`config.mk`:
```
export PLATFORM = sky130hd
export DESIGN_NAME = mccoy_acc_core
export DESIGN_NICKNAME = d
export VERILOG_FILES = /design/src/rtl/mccoy_pkg.sv /design/src/rtl/mccoy_seq_mul.sv /design/src/rtl/mccoy_acc_core.sv
export SDC_FILE = /design/constraint.sdc
export NUM_CORES = 1
export LEC_CHECK = 0
export ABC_AREA = 1
export CAP_MARGIN = 20
export CORE_UTILIZATION = 45
export CTS_BUF_LIST = sky130_fd_sc_hd__clkbuf_16
export CTS_CLUSTER_SIZE = 10
export DETAILED_ROUTE_END_ITERATION = 12
export HOLD_SLACK_MARGIN = 0.1
export PLACE_DENSITY = 0.6
export SKIP_LAST_GASP = 1
export SLEW_MARGIN = 20
export SYNTH_ARGS = -nofsm -noshare
export SYNTH_HDL_FRONTEND = slang
export SYNTH_SLANG_ARGS = --single-unit
```
`constraint.sdc`:
```
create_clock -name clk -period 3.4 [get_ports clk]
set_input_delay 0.34 -clock clk [delete_from_list [all_inputs] [get_ports clk]]
set_output_delay 0.34 -clock clk [all_outputs]
set_load 0.02 [all_outputs]
```
`src/rtl/mccoy_pkg.sv`:
```
// Shared opcodes, MUL state type and ALU helpers for the McCoy accumulator core.
// Helpers work on MAXW-bit vectors with an explicit active width, so DATA_W must stay below MAXW.
package mccoy_pkg;

   localparam int MAXW = 32;

   localparam logic [2:0] OP_NOP = 3'b000;
   localparam logic [2:0] OP_LI  = 3'b001;
   localparam logic [2:0] OP_SUB = 3'b010;
   localparam logic [2:0] OP_ADD = 3'b011;
   localparam logic [2:0] OP_MUL = 3'b100;
   localparam logic [2:0] OP_XOR = 3'b101;
   localparam logic [2:0] OP_SR  = 3'b110;
   localparam logic [2:0] OP_NOT = 3'b111;

   typedef enum logic {ST_IDLE, ST_RUN} mul_state_t;

   // Returns {result, carry, overflow}. SUB is a + ~b + 1, so carry means no borrow.
   function automatic logic [MAXW+1:0] sat_add(input logic [MAXW-1:0] a,
                                                input logic [MAXW-1:0] b,
                                                input logic            sub,
                                                input logic            sat,
                                                input int unsigned     w);
      logic [MAXW-1:0] mask;
      logic [MAXW-1:0] msb;
      logic [MAXW-1:0] bb;
      logic [MAXW-1:0] res;
      logic [MAXW:0]   sum;
      logic            sa;
      logic            sb;
      logic            sr;
      logic            c;
      logic            v;
      mask = {MAXW{1'b1}} >> (MAXW - w);
      msb  = mask ^ (mask >> 1);
      bb   = (sub ? ~b : b) & mask;
      sum  = {1'b0, a & mask} + {1'b0, bb} + {{MAXW{1'b0}}, sub};
      res  = sum[MAXW-1:0] & mask;
      c    = |(sum >> w);
      sa   = |(a & msb);
      sb   = |(bb & msb);
      sr   = |(res & msb);
      v    = (sa == sb) && (sr != sa);
      if (sat && v)
         res = sa ? msb : (mask >> 1);
      return {res, c, v};
   endfunction

   function automatic logic [MAXW-1:0] sext_imm(input logic [MAXW-1:0] imm,
                                                 input int unsigned     iw);
      logic [MAXW-1:0] mask;
      logic [MAXW-1:0] msb;
      mask = {MAXW{1'b1}} >> (MAXW - iw);
      msb  = mask ^ (mask >> 1);
      return (|(imm & msb)) ? (imm | ~mask) : (imm & mask);
   endfunction

endpackage

```
`src/rtl/mccoy_seq_mul.sv`:
```
// Shift-add multiplier: one partial-product step per cycle, W steps, low W bits of the product.
//
// state   | meaning
// ST_IDLE | waiting for start; operands latched on start
// ST_RUN  | one shift-add step per cycle; done pulses on the last step
module mccoy_seq_mul
   import mccoy_pkg::*;
#(
   parameter int W = 6
) (
   input  logic         clk,
   input  logic         reset_n,
   input  logic         start,
   input  logic [W-1:0] a,
   input  logic [W-1:0] b,
   output logic         busy,
   output logic         done,
   output logic [W-1:0] p
);

   localparam int CW = $clog2(W);

   mul_state_t    state;
   mul_state_t    state_nxt;
   logic [W-1:0]  mcand;
   logic [W-1:0]  mplier;
   logic [W-1:0]  prod;
   logic [W-1:0]  prod_step;
   logic [CW-1:0] cnt;
   logic          last;

   assign prod_step = mplier[0] ? prod + mcand : prod;
   assign last      = (cnt == CW'(W - 1));
   // Final product is presented combinationally so the accumulator takes it on the last step edge.
   assign p         = prod_step;

   always_comb begin
      state_nxt = state;
      busy      = 1'b0;
      done      = 1'b0;
      case (state)
         ST_IDLE: begin
            if (start)
               state_nxt = ST_RUN;
         end
         ST_RUN: begin
            busy = 1'b1;
            if (last) begin
               done      = 1'b1;
               state_nxt = ST_IDLE;
            end
         end
         default: state_nxt = ST_IDLE;
      endcase
   end

   always_ff @(posedge clk or negedge reset_n) begin
      if (!reset_n) begin
         state  <= ST_IDLE;
         mcand  <= '0;
         mplier <= '0;
         prod   <= '0;
         cnt    <= '0;
      end else begin
         state <= state_nxt;
         if (state == ST_IDLE && start) begin
            mcand  <= a;
            mplier <= b;
            prod   <= '0;
            cnt    <= '0;
         end else if (state == ST_RUN) begin
            prod   <= prod_step;
            mcand  <= mcand << 1;
            mplier <= mplier >> 1;
            cnt    <= cnt + CW'(1);
         end
      end
   end

endmodule

```
`src/rtl/mccoy_acc_core.sv`:
```
// McCoy accumulator core: register file, accumulator, Z/C/V flags, valid/ready handshake
// and single-cycle ALU, with MUL delegated to the sequential shift-add engine.
module mccoy_acc_core
   import mccoy_pkg::*;
#(
   parameter int DATA_W   = 6,
   parameter int IMM_W    = 3,
   parameter int OP_W     = 3,
   parameter int NREGS    = 8,
   parameter int SATURATE = 0
) (
   input  logic                  clk,
   input  logic                  reset_n,
   input  logic                  instr_valid,
   input  logic [IMM_W+OP_W-1:0] instr,
   output logic                  instr_ready,
   output logic [DATA_W-1:0]     acc_out,
   output logic                  flag_z,
   output logic                  flag_c,
   output logic                  flag_v,
   output logic                  busy
);

   logic [OP_W-1:0]   opcode;
   logic [IMM_W-1:0]  operand;
   logic [DATA_W-1:0] regs [2**IMM_W];
   logic [DATA_W-1:0] acc;
   logic [DATA_W-1:0] acc_nxt;
   logic [DATA_W-1:0] rdata;
   logic [DATA_W-1:0] imm_val;
   logic [DATA_W-1:0] arith_val;
   logic [DATA_W-1:0] mul_p;
   logic [MAXW+1:0]   arith;
   logic [MAXW-1:0]   imm_ext;
   logic              z_nxt;
   logic              c_nxt;
   logic              v_nxt;
   logic              acc_we;
   logic              reg_we;
   logic              idx_ok;
   logic              accept;
   logic              mul_start;
   logic              mul_done;
   logic              mul_busy;
   logic              unused_hi;

   assign {operand, opcode} = instr;

   // x0 and indices past NREGS read as zero and are never written.
   assign idx_ok = (operand != '0) && (32'(operand) < NREGS);
   assign rdata  = idx_ok ? regs[operand] : '0;

   assign instr_ready = ~mul_busy;
   assign busy        = mul_busy;
   assign accept      = instr_valid & instr_ready;
   assign mul_start   = accept && (opcode == OP_MUL);
   assign acc_out     = acc;

   assign imm_ext   = sext_imm(MAXW'(operand), IMM_W);
   assign imm_val   = imm_ext[DATA_W-1:0];
   assign arith     = sat_add(MAXW'(acc), MAXW'(rdata), opcode == OP_SUB, SATURATE != 0, DATA_W);
   assign arith_val = arith[DATA_W+1:2];
   assign unused_hi = ^{arith[MAXW+1:DATA_W+2], imm_ext[MAXW-1:DATA_W]};

   mccoy_seq_mul #(.W(DATA_W)) u_mul (
      .clk     (clk),
      .reset_n (reset_n),
      .start   (mul_start),
      .a       (acc),
      .b       (rdata),
      .busy    (mul_busy),
      .done    (mul_done),
      .p       (mul_p)
   );

   always_comb begin
      acc_nxt = acc;
      acc_we  = 1'b0;
      c_nxt   = flag_c;
      v_nxt   = flag_v;
      reg_we  = 1'b0;
      // MUL completion and an accept never share an edge since instr_ready is low while running.
      if (mul_done) begin
         acc_nxt = mul_p;
         acc_we  = 1'b1;
         c_nxt   = 1'b0;
         v_nxt   = 1'b0;
      end else if (accept) begin
         case (opcode)
            OP_LI: begin
               acc_nxt = imm_val;
               acc_we  = 1'b1;
            end
            OP_SUB, OP_ADD: begin
               acc_nxt = arith_val;
               acc_we  = 1'b1;
               c_nxt   = arith[1];
               v_nxt   = arith[0];
            end
            OP_XOR: begin
               acc_nxt = acc ^ rdata;
               acc_we  = 1'b1;
               c_nxt   = 1'b0;
               v_nxt   = 1'b0;
            end
            OP_SR: reg_we = idx_ok;
            OP_NOT: begin
               acc_nxt = ~acc;
               acc_we  = 1'b1;
               c_nxt   = 1'b0;
               v_nxt   = 1'b0;
            end
            default: ;
         endcase
      end
      z_nxt = acc_we ? (acc_nxt == '0) : flag_z;
   end

   always_ff @(posedge clk or negedge reset_n) begin
      if (!reset_n) begin
         acc    <= '0;
         flag_z <= 1'b0;
         flag_c <= 1'b0;
         flag_v <= 1'b0;
         for (int i = 0; i < 2**IMM_W; i++)
            regs[i] <= '0;
      end else begin
         acc    <= acc_nxt;
         flag_z <= z_nxt;
         flag_c <= c_nxt;
         flag_v <= v_nxt;
         if (reg_we)
            regs[operand] <= acc;
      end
   end

endmodule

```
==> results of run 1 <==
-- kinds of logic (layout without fill, tap and decap cells) --
family,count (synthesis),count (layout),synth area share
AOI/OAI and AO/OA,121,121,0.151
xor gates and xnor gates,12,12,0.0236
adders and majority gates,15,15,0.0455
buffers and inverters,89,117,0.0890
DFF,77,77,0.432
and+or+nand+nor,265,265,0.258
-- routing by layer --
layer | global-route usage | part of all wire
met4 | 0.0858 | 0.017
met5 | 0 | 0
met2 | 0.359 | 0.44
met1 | 0.368 | 0.50
met3 | 0.0359 | 0.048
-- registers in the layout (all words and copies together), names as in the netlist --
name	count
regs	46
u_mul.cnt	3
u_mul.prod	6
u_mul.mcand	6
flag_c	1
u_mul.mplier	6
flag_v	1
u_mul.state	1
flag_z	1
acc_out	6
-- worst paths after layout --
check	to	start	slack (ns)
setup / recovery	flag_z$_DFFE_PN0P_	instr[3]	0.33
hold / removal	regs[42]$_DFFE_PN0P_	regs[42]$_DFFE_PN0P_	0.38
setup reg to reg	flag_z$_DFFE_PN0P_	regs[7]$_DFFE_PN0P_	0.62
hold reg to reg	regs[42]$_DFFE_PN0P_	regs[42]$_DFFE_PN0P_	0.38
max in group asynchronous	regs[16]$_DFFE_PN0P_	reset_n	2.38
min in group asynchronous	regs[8]$_DFFE_PN0P_	reset_n	0.45
-- cell usage after synthesis --
master / count
nor2_4: 6
nand2_1: 177
o21ai_2: 2
nand2_2: 16
dfrtp_1: 77
a211oi_1: 3
nor2_1: 29
inv_2: 9
inv_6: 1
nand3_2: 2
buf_12: 1
xnor2_1: 5
o21ai_1: 8
o22ai_1: 8
inv_1: 56
buf_6: 5
a21oi_2: 1
fa_1: 2
ha_1: 13
o21bai_1: 1
o21ai_0: 63
nand2_4: 1
nor2_2: 4
buf_2: 3
xor2_1: 7
o221ai_1: 5
or2_2: 1
a21oi_1: 23
a22o_1: 1
nand3_1: 27
o21a_1: 6
clkbuf_1: 14
nand3b_1: 1
nor3_1: 1
-- worst max-delay path: stages --
cell	delay [ns]
clkdlybuf4s50_1	0.50
buf_12	0.19
nand2_1	0.06
o21ai_0	0.08
nand2_1	0.08
nand2_1	0.07
nand2_1	0.04
nand2_1	0.09
nand2_1	0.09
xnor2_1	0.17
fa_1	0.44
nand2_1	0.10
nand2_1	0.06
a21oi_1	0.20
xor2_1	0.17
o21a_1	0.12
nand2_1	0.05
nand2_1	0.07
nand2_2	0.05
nor2_1	0.10
nand2_1	0.06
nor2_1	0.10
nand2_1	0.05
nand2_1	0.05
-- metrics by stage --
step / worst slack [ns] / util / total power [mW] / hold slack, ns
global route: 0.0672 / 0.542 / 4.15 / 0.393
CTS: 0.337 / 0.538 / 3.86 / 0.208
global placement: 0.0878 / 0.509 / 2.92 / 0.368
detailed placement: -0.0139 / 0.509 / 2.95 / 0.369
finish: 0.328 / 0.542 / 3.85 / 0.378
floorplan: 0.741 / - / 2.41 / 0.0444
-- power groups by stage --
stage,combinational (mW),sequential (mW),clock (mW)
after floorplan,0.975,1.43,0
after detailed placement,1.49,1.46,0
after CTS,1.50,1.44,0.915
final,1.50,1.44,0.906
after global routing,1.71,1.48,0.958
after global placement,1.47,1.45,0
-- what timing repair did --
action	in CTS	in global routing
hold buffers	0	1
resized for setup	0	0
endpoints found under the hold margin	0	21
setup endpoints to repair	0	0
-- layout make-up --
class / instances / area (um2)
Clock buffer: 9 / 225
Clock inverter: 7 / 47.5
Fill cell: 902 / 4310
Inverter: 66 / 253
Multi-Input combinational cell: 413 / 2130
Sequential cell: 77 / 1930
Tap cell: 129 / 161
Timing Repair Buffer: 35 / 355
==> key figures, run 1 <==
CTS
  – Sink Count: 77
  – CTS Buf Count: 9
  – H-Tree Depth: 3
  – CTS tree: built
  – Clock transition at path regs: 0.07 ns
  – Setup Buffers After CTS: 0
  – CTS Buffer Depth: 2
  – Root buf cell: clkbuf_16
  – Clk_lat worst skew: 0.34 ns

Timing
  – Max-slew violation count: 0
  – Highest Clock Rate: 326 MHz
  – Unrepaired setup endpoints after global routing: false
  – Period utilisation layout: 0.904
  – Setup TNS: 0 ns
  – Worst-Margin Slew: 0.730 ns
  – Setup Skew: 0.00891 ns
  – Rel. slew slack: 0.511
  – Final min period: 3.07 ns
  – Setup violators final: 0
  – Final Hold Vio Count: 0

Detailed routing
  – Post-detailed-route count of antenna-violating nets: 0
  – Post-detailed-route DRC marker count: 0
  – First DRT Iteration DRCs: 220
  – DRT Wirelength: 11.2 mm
  – DR WL/cell: 15.2 um
  – Vias per cell: 5.21
  – Detailed-route via count: 3837
  – Total iterations of the first detailed-routing run: 4

Yosys
  – Top post-synthesis cells by area: dfrtp_1 (43%), nand2_1 (15%), o21ai_0 (7.1%)
  – Yosys warning count: 0
  – Post-synth cell types: 34
  – Synthesized area per cell: 7.70 um2
  – Flops & latches, synth: 77
  – Syn_nets: 603
  – Dominant cell type by area after synthesis: dfrtp_1
  – Post-synthesis sequential area ratio: 0.432
  – Synthesized area: 4460 um2
  – Post-Synthesis Cells: 579
  – Post-synth top area share: 0.432

Floorplanning
  – Io pins: 20
  – Die extent in x: 102 um
  – Initial core utilization: 0.473
  – Die Height: 102 um
  – Die area: 10300 um2
  – Core area: 9420 um2
  – Num rows: 35

Placement
  – Routability cong.: 0.909
  – Area after DPL: 4790 um2
  – DPL Wire Length: 8.17 mm
  – Buffers on Ports: 19
  – Placed cells: 718

Flow run
  – Max capacitance violation total: 0

Pwr
  – Pwr Density: 754 nW/um2
  – Flop pwr share: 0.375
  – Clock power share: 0.235
  – Peak VDD IR: 0.443 mV
  – Net Sw Frac: 0.412
  – P_int: 2.26 mW
  – LEAKAGE: 2.47 nW
  – Logic pwr share: 0.389
  – Switching power: 1.58 mW

Finish
  – Commonest cells after routing, fill and taps aside: nand2_1 (177), dfrtp_1 (77), o21ai_0 (63)
  – Fin area: 5100 um2
  – Area Overhead vs Synth: 14.5%
  – Final std cells w/o fill: 736
  – Antenna diodes: 0
  – Layout cells sized above 1: 0.120
  – Commonest non-fill, non-tap cell in the layout: nand2_1
  – Nets: 626

Global route
  – All-Layer GR Usage: 0.245
  – First-pass GRT wire length: 19.0 mm
  – Vias in the first global route: 3659
  – Largest net degree at the start of global routing: 78
  – Global route overflow: 0
  – Initial antenna violation count: 0

Outcome
  – Status: completed

Hold path
  – HP Class: flip-flop to flip-flop
  – Hold Path Stages: 0

Worst setup path
  – CP startpoint kind: primary input
  – WP data required: 3.68 ns
  – Critical Path AT: 3.36 ns
  – Crit-path max FO: 28
  – Crit. End Element: flip-flop
  – Setup CP Type: primary input to flip-flop
  – Worst r2r path cells: 22
Power figures use the tool's default switching activity.
==> run 2: changes to the inputs <==
Settings changed: CAP_MARGIN 20 to 40, CORE_UTILIZATION 45 to 35, PLACE_DENSITY 0.6 to 0.49, TNS_END_PERCENT set to 30.
==> key figures, run 2 (synthesized netlist as in run 1, its figures left out) <==
Outcome
  – Status: completed (unchanged)

Detailed routing
  – Post-detailed-route count of antenna-violating nets: 0 (unchanged)
  – Detailed-route via count: 3712 (was 3837)
  – Vias per cell: 4.76 (was 5.21)
  – First DRT Iteration DRCs: 203 (was 220)
  – Total iterations of the first detailed-routing run: 5 (was 4)
  – DRT Wirelength: 11.8 mm (was 11.2 mm)
  – Post-detailed-route DRC marker count: 0 (unchanged)
  – DR WL/cell: 15.1 um (was 15.2 um)

Finish
  – Reg with most FFs: regs (unchanged)
  – Commonest cells after routing, fill and taps aside: nand2_1 (177), dfrtp_1 (77), o21ai_0 (63) (unchanged)
  – Fin area: 5180 um2 (was 5100 um2)
  – Flip-flop count of the largest register after layout: 46 (unchanged)
  – Fillers: 1289 (was 902)
  – Commonest non-fill, non-tap cell in the layout: nand2_1 (unchanged)
  – Nets: 631 (was 626)
  – Antenna diodes: 0 (unchanged)
  – Area Overhead vs Synth: 16.2% (was 14.5%)
  – Layout cells sized above 1: 0.129 (was 0.120)

Pwr
  – Peak VDD IR: 0.357 mV (was 0.443 mV)
  – Net Sw Frac: 0.411 (was 0.412)
  – Clock power share: 0.234 (was 0.235)
  – LEAKAGE: 2.48 nW (was 2.47 nW)
  – Logic pwr share: 0.393 (was 0.389)
  – Pwr Density: 743 nW/um2 (was 754 nW/um2)
  – Switching power: 1.58 mW (about the same)
  – P_int: 2.27 mW (was 2.26 mW)
  – Flop pwr share: 0.373 (was 0.375)

Worst setup path
  – Crit-path max FO: 21 (was 28)
  – Setup CP Type: primary input to flip-flop (unchanged)
  – FF-to-FF setup slack: 0.69 ns (was 0.62 ns)
  – Worst r2r path cells: 22 (unchanged)
  – RR Startpoint: regs[7]$_DFFE_PN0P_ (unchanged)
  – CP startpoint kind: primary input (unchanged)
  – Critical Path AT: 3.32 ns (was 3.36 ns)
  – WP data required: 3.69 ns (was 3.68 ns)
  – Crit. End Element: flip-flop (unchanged)
  – Reg2Reg Capture Point: flag_z$_DFFE_PN0P_ (unchanged)

Floorplanning
  – Die area: 13200 um2 (was 10300 um2)
  – Core area: 12200 um2 (was 9420 um2)
  – Initial core utilization: 0.365 (was 0.473)
  – Io pins: 20 (unchanged)
  – Die extent in x: 115 um (was 102 um)
  – Num rows: 40 (was 35)
  – Die Height: 115 um (was 102 um)

Timing
  – Final Hold Vio Count: 0 (unchanged)
  – Highest Clock Rate: 331 MHz (was 326 MHz)
  – Unrepaired setup endpoints after global routing: false (unchanged)
  – Setup slack after layout: 0.375 ns (was 0.328 ns)
  – Setup violators final: 0 (unchanged)
  – Setup TNS: 0 ns (unchanged)
  – Hold WS: 0.378 ns (about the same)
  – Worst-Margin Slew: 0.724 ns (was 0.730 ns)
  – Period utilisation layout: 0.890 (was 0.904)
  – Rel. slew slack: 0.515 (was 0.511)
  – Final min period: 3.03 ns (was 3.07 ns)
  – Setup Skew: 0.00576 ns (was 0.00891 ns)
  – Max-slew violation count: 0 (unchanged)

Global route
  – First-pass GRT wire length: 19.5 mm (was 19.0 mm)
  – Largest net degree at the start of global routing: 56 (was 78)
  – Global route overflow: 0 (unchanged)
  – Initial antenna violation count: 0 (unchanged)
  – Vias in the first global route: 3641 (was 3659)
  – All-Layer GR Usage: 0.199 (was 0.245)

CTS
  – CTS Buf Count: 9 (unchanged)
  – Sink Count: 77 (unchanged)
  – H-Tree Depth: 3 (unchanged)
  – Post-CTS sizing: 0 (unchanged)
  – Root buf cell: clkbuf_16 (unchanged)
  – Clock transition at path regs: 0.06 ns (was 0.07 ns)
  – CTS tree: built (unchanged)
  – CTS Buffer Depth: 2 (unchanged)
  – Clk_lat worst skew: 0.35 ns (was 0.34 ns)

Hold path
  – HP Class: flip-flop to flip-flop (unchanged)
  – HP Start: regs[42]$_DFFE_PN0P_ (unchanged)
  – Hold Path Stages: 0 (unchanged)
  – Hold path endpoint: regs[42]$_DFFE_PN0P_ (unchanged)

Placement
  – Area after DPL: 4890 um2 (was 4790 um2)
  – Buffers on Ports: 19 (unchanged)
  – Routability cong.: 0.886 (was 0.909)
  – Place WS: 0.0344 ns (was -0.0139 ns)
  – DPL Wire Length: 8.72 mm (was 8.17 mm)

Flow run
  – Max capacitance violation total: 0 (unchanged)
==> run 2: cell count changes in the layout (fill, tap and decap cells not counted) <==
| cell | delta |
|---|---|
| buf_12 | -1 |
| clkinv_4 | -1 |
| buf_4 | +6 |
| clkinv_1 | -1 |
| clkinvlp_4 | +2 |
==> run 2: per-stage QoR <==
step | util | cells | total power [mW]
3_3_place_gp | 0.398 | 762 | 2.94
6_report | 0.424 | 780 | 3.85
5_1_grt | 0.424 | 780 | 4.17
3_5_place_dp | 0.401 | 763 | 2.96
4_1_cts | 0.424 | 780 | 3.90
2_1_floorplan | - | 579 | 2.41
==> run 2: what timing repair did <==
item / in CTS / in global routing
hold buffers: 1 / 0
buffers inserted: 0 / 0
endpoints found under the hold margin: 22 / 0
==> run 2: how the worst max path moves through the flow <==
| stage | start | endpoint | slack, ns | cells past startpoint |
|---|---|---|---|---|
| after floorplan | instr[3] | flag_z$_DFFE_PN0P_ | 0.74 | 23 |
| after global placement | instr[3] | flag_z$_DFFE_PN0P_ | 0.07 | 20 |
| after detailed placement | instr[3] | flag_z$_DFFE_PN0P_ | 0.03 | 21 |
| after CTS | instr[3] | flag_z$_DFFE_PN0P_ | 0.38 | 25 |
| after global routing | instr[3] | flag_z$_DFFE_PN0P_ | 0.06 | 24 |
| final | instr[3] | flag_z$_DFFE_PN0P_ | 0.37 | 24 |
==> run 2: area by class of cell <==
type / count / area, um2 / area share
inverter: 66 / 253 / 0.0488
clock inverter: 7 / 50.0 / 0.00966
tap: 168 / 210 / 0.0406
timing repair buffer: 40 / 380 / 0.0734
clock buffer: 9 / 225 / 0.0435
sequential: 77 / 1930 / 0.372
multi-input combinational: 413 / 2130 / 0.412
==> run 2: worst max-delay path, stage by stage <==
cell,delay [ns]
clkdlybuf4s50_1,0.45
buf_12,0.18
buf_4,0.17
o21ai_0,0.16
nand2_1,0.06
nand2_1,0.05
nand2_1,0.06
nand2_2,0.11
nand2_2,0.07
xnor2_1,0.13
ha_1,0.32
nand2_1,0.10
nand2_1,0.06
a21oi_1,0.21
xor2_1,0.18
o21a_1,0.13
nand2_1,0.05
nand2_1,0.07
nand2_2,0.05
nor2_1,0.10
nand2_1,0.06
nor2_1,0.11
nand2_1,0.05
nand2_1,0.05
==> run 2: routing by layer <==
layer,global-route usage,up-vias,share of wire
met1,0.273,1737,0.50
met2,0.310,56,0.45
li1,-,1909,-
met5,0,-,0
met4,0.0554,0,0.013
met3,0.0511,10,0.037
==> run 2: power groups by stage <==
stage | combinational, mW | clock (mW) | sequential [mW]
floorplan | 0.975 | 0 | 1.43
CTS | 1.52 | 0.938 | 1.43
global placement | 1.50 | 0 | 1.45
detailed placement | 1.51 | 0 | 1.45
finish | 1.51 | 0.902 | 1.43
global route | 1.72 | 0.972 | 1.48
==> run 3: changes to the inputs <==
Settings changed: DONT_BUFFER_PORTS set to 1, PLACE_DENSITY 0.49 to 0.47, SLEW_MARGIN 20 to not set.
Clock period 3.4 ns to 3 ns, I/O delays scaled along.
==> key figures, run 3 (synthesized netlist as in run 1, its figures left out) <==
Detailed routing
  – Post-detailed-route count of antenna-violating nets: 0 (unchanged)
  – DRT Wirelength: 12.2 mm (was 11.8 mm)
  – First DRT Iteration DRCs: 253 (was 203)
  – Detailed-route via count: 3672 (was 3712)
  – DR WL/cell: 16.2 um (was 15.1 um)
  – Total iterations of the first detailed-routing run: 4 (was 5)
  – Vias per cell: 4.90 (was 4.76)
  – Post-detailed-route DRC marker count: 0 (unchanged)

CTS
  – H-Tree Depth: 3 (unchanged)
  – Clock transition at path regs: 0.06 ns (about the same)
  – CTS tree: built (unchanged)
  – CTS Buf Count: 9 (unchanged)
  – CTS Buffer Depth: 2 (unchanged)
  – Clk_lat worst skew: 0.35 ns (about the same)
  – Root buf cell: clkbuf_16 (unchanged)
  – Sink Count: 77 (unchanged)

Global route
  – First-pass GRT wire length: 19.8 mm (was 19.5 mm)
  – Vias in the first global route: 3659 (was 3641)
  – All-Layer GR Usage: 0.201 (was 0.199)
  – Global route overflow: 0 (unchanged)
  – GRT met2 Usage: 0.315 (was 0.310)
  – Global-route met3 utilization: 0.0401 (was 0.0511)
  – M1 GR Usage: 0.278 (was 0.273)
  – Top Usage Layer GRT: met2 (unchanged)
  – Initial antenna violation count: 0 (unchanged)
  – Largest net degree at the start of global routing: 78 (was 56)

Finish
  – Combined area of the multi-input logic cells: 2150 um2 (was 2130 um2)
  – Antenna diodes: 0 (unchanged)
  – Fillers: 1278 (was 1289)
  – Nets: 600 (was 631)
  – Register Area: 1930 um2 (unchanged)
  – Fin util: 0.405 (was 0.424)
  – Commonest non-fill, non-tap cell in the layout: nand2_1 (unchanged)
  – Layout cells sized above 1: 0.119 (was 0.129)
  – Flip-flop count of the largest register after layout: 46 (unchanged)
  – Commonest cells after routing, fill and taps aside: nand2_1 (176), dfrtp_1 (77), o21ai_0 (63) (was nand2_1 (177), dfrtp_1 (77), o21ai_0 (63))
  – Area Overhead vs Synth: 10.9% (was 16.2%)
  – Reg with most FFs: regs (unchanged)

Timing
  – Hold WS: 0.201 ns (was 0.378 ns)
  – Highest Clock Rate: 370 MHz
  – Final Hold Vio Count: 0 (unchanged)
  – Worst-Margin Slew: 0.831 ns (was 0.724 ns)
  – Final min period: 2.70 ns
  – Setup TNS: 0 ns (unchanged)
  – Setup slack after layout: 0.299 ns (was 0.375 ns)
  – Unrepaired setup endpoints after global routing: false (unchanged)
  – Max-slew violation count: 0 (unchanged)
  – Setup violators final: 0 (unchanged)
  – Rel. slew slack: 0.444 (was 0.515)
  – Period utilisation layout: 0.900
  – Setup Skew: 0.00816 ns (was 0.00576 ns)

Worst setup path
  – WP data required: 3.29 ns (was 3.69 ns)
  – Crit. End Element: flip-flop (unchanged)
  – CP startpoint kind: flip-flop (was primary input)
  – FF-to-FF setup slack: 0.30 ns (was 0.69 ns)
  – Reg2Reg Capture Point: flag_z$_DFFE_PN0P_ (unchanged)
  – Setup CP Type: flip-flop to flip-flop (was primary input to flip-flop)
  – Worst r2r path cells: 22 (unchanged)
  – Crit-path max FO: 3 (was 21)
  – RR Startpoint: regs[7]$_DFFE_PN0P_ (unchanged)
  – Critical Path AT: 2.99 ns (was 3.32 ns)

Floorplanning
  – Io pins: 20 (unchanged)
  – Initial core utilization: 0.365 (unchanged)
  – Die area: 13200 um2 (unchanged)
  – Num rows: 40 (unchanged)
  – Die extent in x: 115 um (unchanged)
  – Die Height: 115 um (unchanged)
  – Core area: 12200 um2 (unchanged)

Pwr
  – LEAKAGE: 2.38 nW (was 2.48 nW)
  – Overall power: 4.41 mW (was 3.85 mW)
  – Pwr Density: 892 nW/um2 (was 743 nW/um2)
  – Peak VDD IR: 0.414 mV (was 0.357 mV)
  – P_int: 2.62 mW (was 2.27 mW)
  – Logic pwr share: 0.358 (was 0.393)
  – Flop pwr share: 0.378 (was 0.373)
  – Clock power share: 0.264 (was 0.234)
  – Net Sw Frac: 0.406 (was 0.411)
  – Switching power: 1.79 mW (was 1.58 mW)

Placement
  – Buffers on Ports: 0 (was 19)
  – Routability cong.: 0.883 (was 0.886)
  – DPL Wire Length: 8.84 mm (was 8.72 mm)
  – Place WS: 0.236 ns (was 0.0344 ns)

Hold path
  – Hold path endpoint: flag_c$_DFFE_PN0P_ (was regs[42]$_DFFE_PN0P_)
  – HP Start: instr_valid (was regs[42]$_DFFE_PN0P_)
  – HP Class: primary input to flip-flop (was flip-flop to flip-flop)
  – Hold Path Stages: 2 (was 0)

Flow run
  – Max capacitance violation total: 0 (unchanged)

Outcome
  – Status: completed (unchanged)
==> run 3: changes by cell type in the layout (fill, tap and decap cells not counted), moves of 2 or more <==
cell / delta
clkdlybuf4s50_1: -18
bufinv_16: +2
buf_4: -12
inv_6: -2
==> run 3: power groups by stage <==
stage	combinational (mW)	clock [mW]	sequential, mW
floorplan	1.10	0	1.62
global placement	1.51	0	1.67
detailed placement	1.54	0	1.68
CTS	1.58	1.19	1.66
global route	1.79	1.23	1.71
finish	1.58	1.16	1.67
==> run 3: area by class of cell <==
| cell class | instances | share of cell area |
|---|---|---|
| Inverter | 66 | 0.0511 |
| Timing Repair Buffer | 9 | 0.0182 |
| Sequential cell | 77 | 0.390 |
| Clock buffer | 9 | 0.0456 |
| Multi-Input combinational cell | 413 | 0.434 |
| Clock inverter | 7 | 0.0182 |
| Tap cell | 168 | 0.0425 |
==> run 3: what timing repair did <==
action / 4_1_cts / 5_1_grt
buffers inserted: 0 / 0
endpoints found under the hold margin: 77 / 0
resized for setup: 0 / 3
endpoints found under the setup margin: 0 / 1
hold buffers: 2 / 0
==> run 3: critical path, stage by stage (launching register included) <==
cell and delay (ns):
dfrtp_1 0.33, inv_1 0.05, o21ai_0 0.14, nand2_1 0.07, nand2_1 0.07, nand2_1 0.05
nand2_1 0.11, nand2_2 0.10, xnor2_2 0.16, fa_1 0.43, nand2_1 0.10, nand2_1 0.07
a21oi_2 0.15, xor2_1 0.16, o21a_1 0.12, nand2_1 0.06, nand2_1 0.07, nand2_2 0.05
nor2_1 0.10, nand2_1 0.06, nor2_1 0.10, nand2_1 0.05, nand2_1 0.05
==> run 3: stage by stage <==
step	area, um2	instances
2_1_floorplan	4460	579
3_3_place_gp	4580	731
3_5_place_dp	4580	731
4_1_cts	4930	749
5_1_grt	4940	749
6_report	4940	749
==> run 3: worst max path at each step <==
stage                                    from                  to  slack, ns
after CTS                 regs[7]$_DFFE_PN0P_  flag_z$_DFFE_PN0P_       0.23
after floorplan                      instr[3]  flag_z$_DFFE_PN0P_       0.38
final                     regs[7]$_DFFE_PN0P_  flag_z$_DFFE_PN0P_       0.30
after global placement               instr[3]  flag_z$_DFFE_PN0P_       0.30
after detailed placement             instr[3]  flag_z$_DFFE_PN0P_       0.24
after global routing      regs[7]$_DFFE_PN0P_  flag_z$_DFFE_PN0P_      0.001
==> run 3: per-layer routing <==
metal	wire, um	share of wire
met1	6090	0.50
met2	5480	0.45
met3	435	0.036
met4	150	0.012
met5	0	0
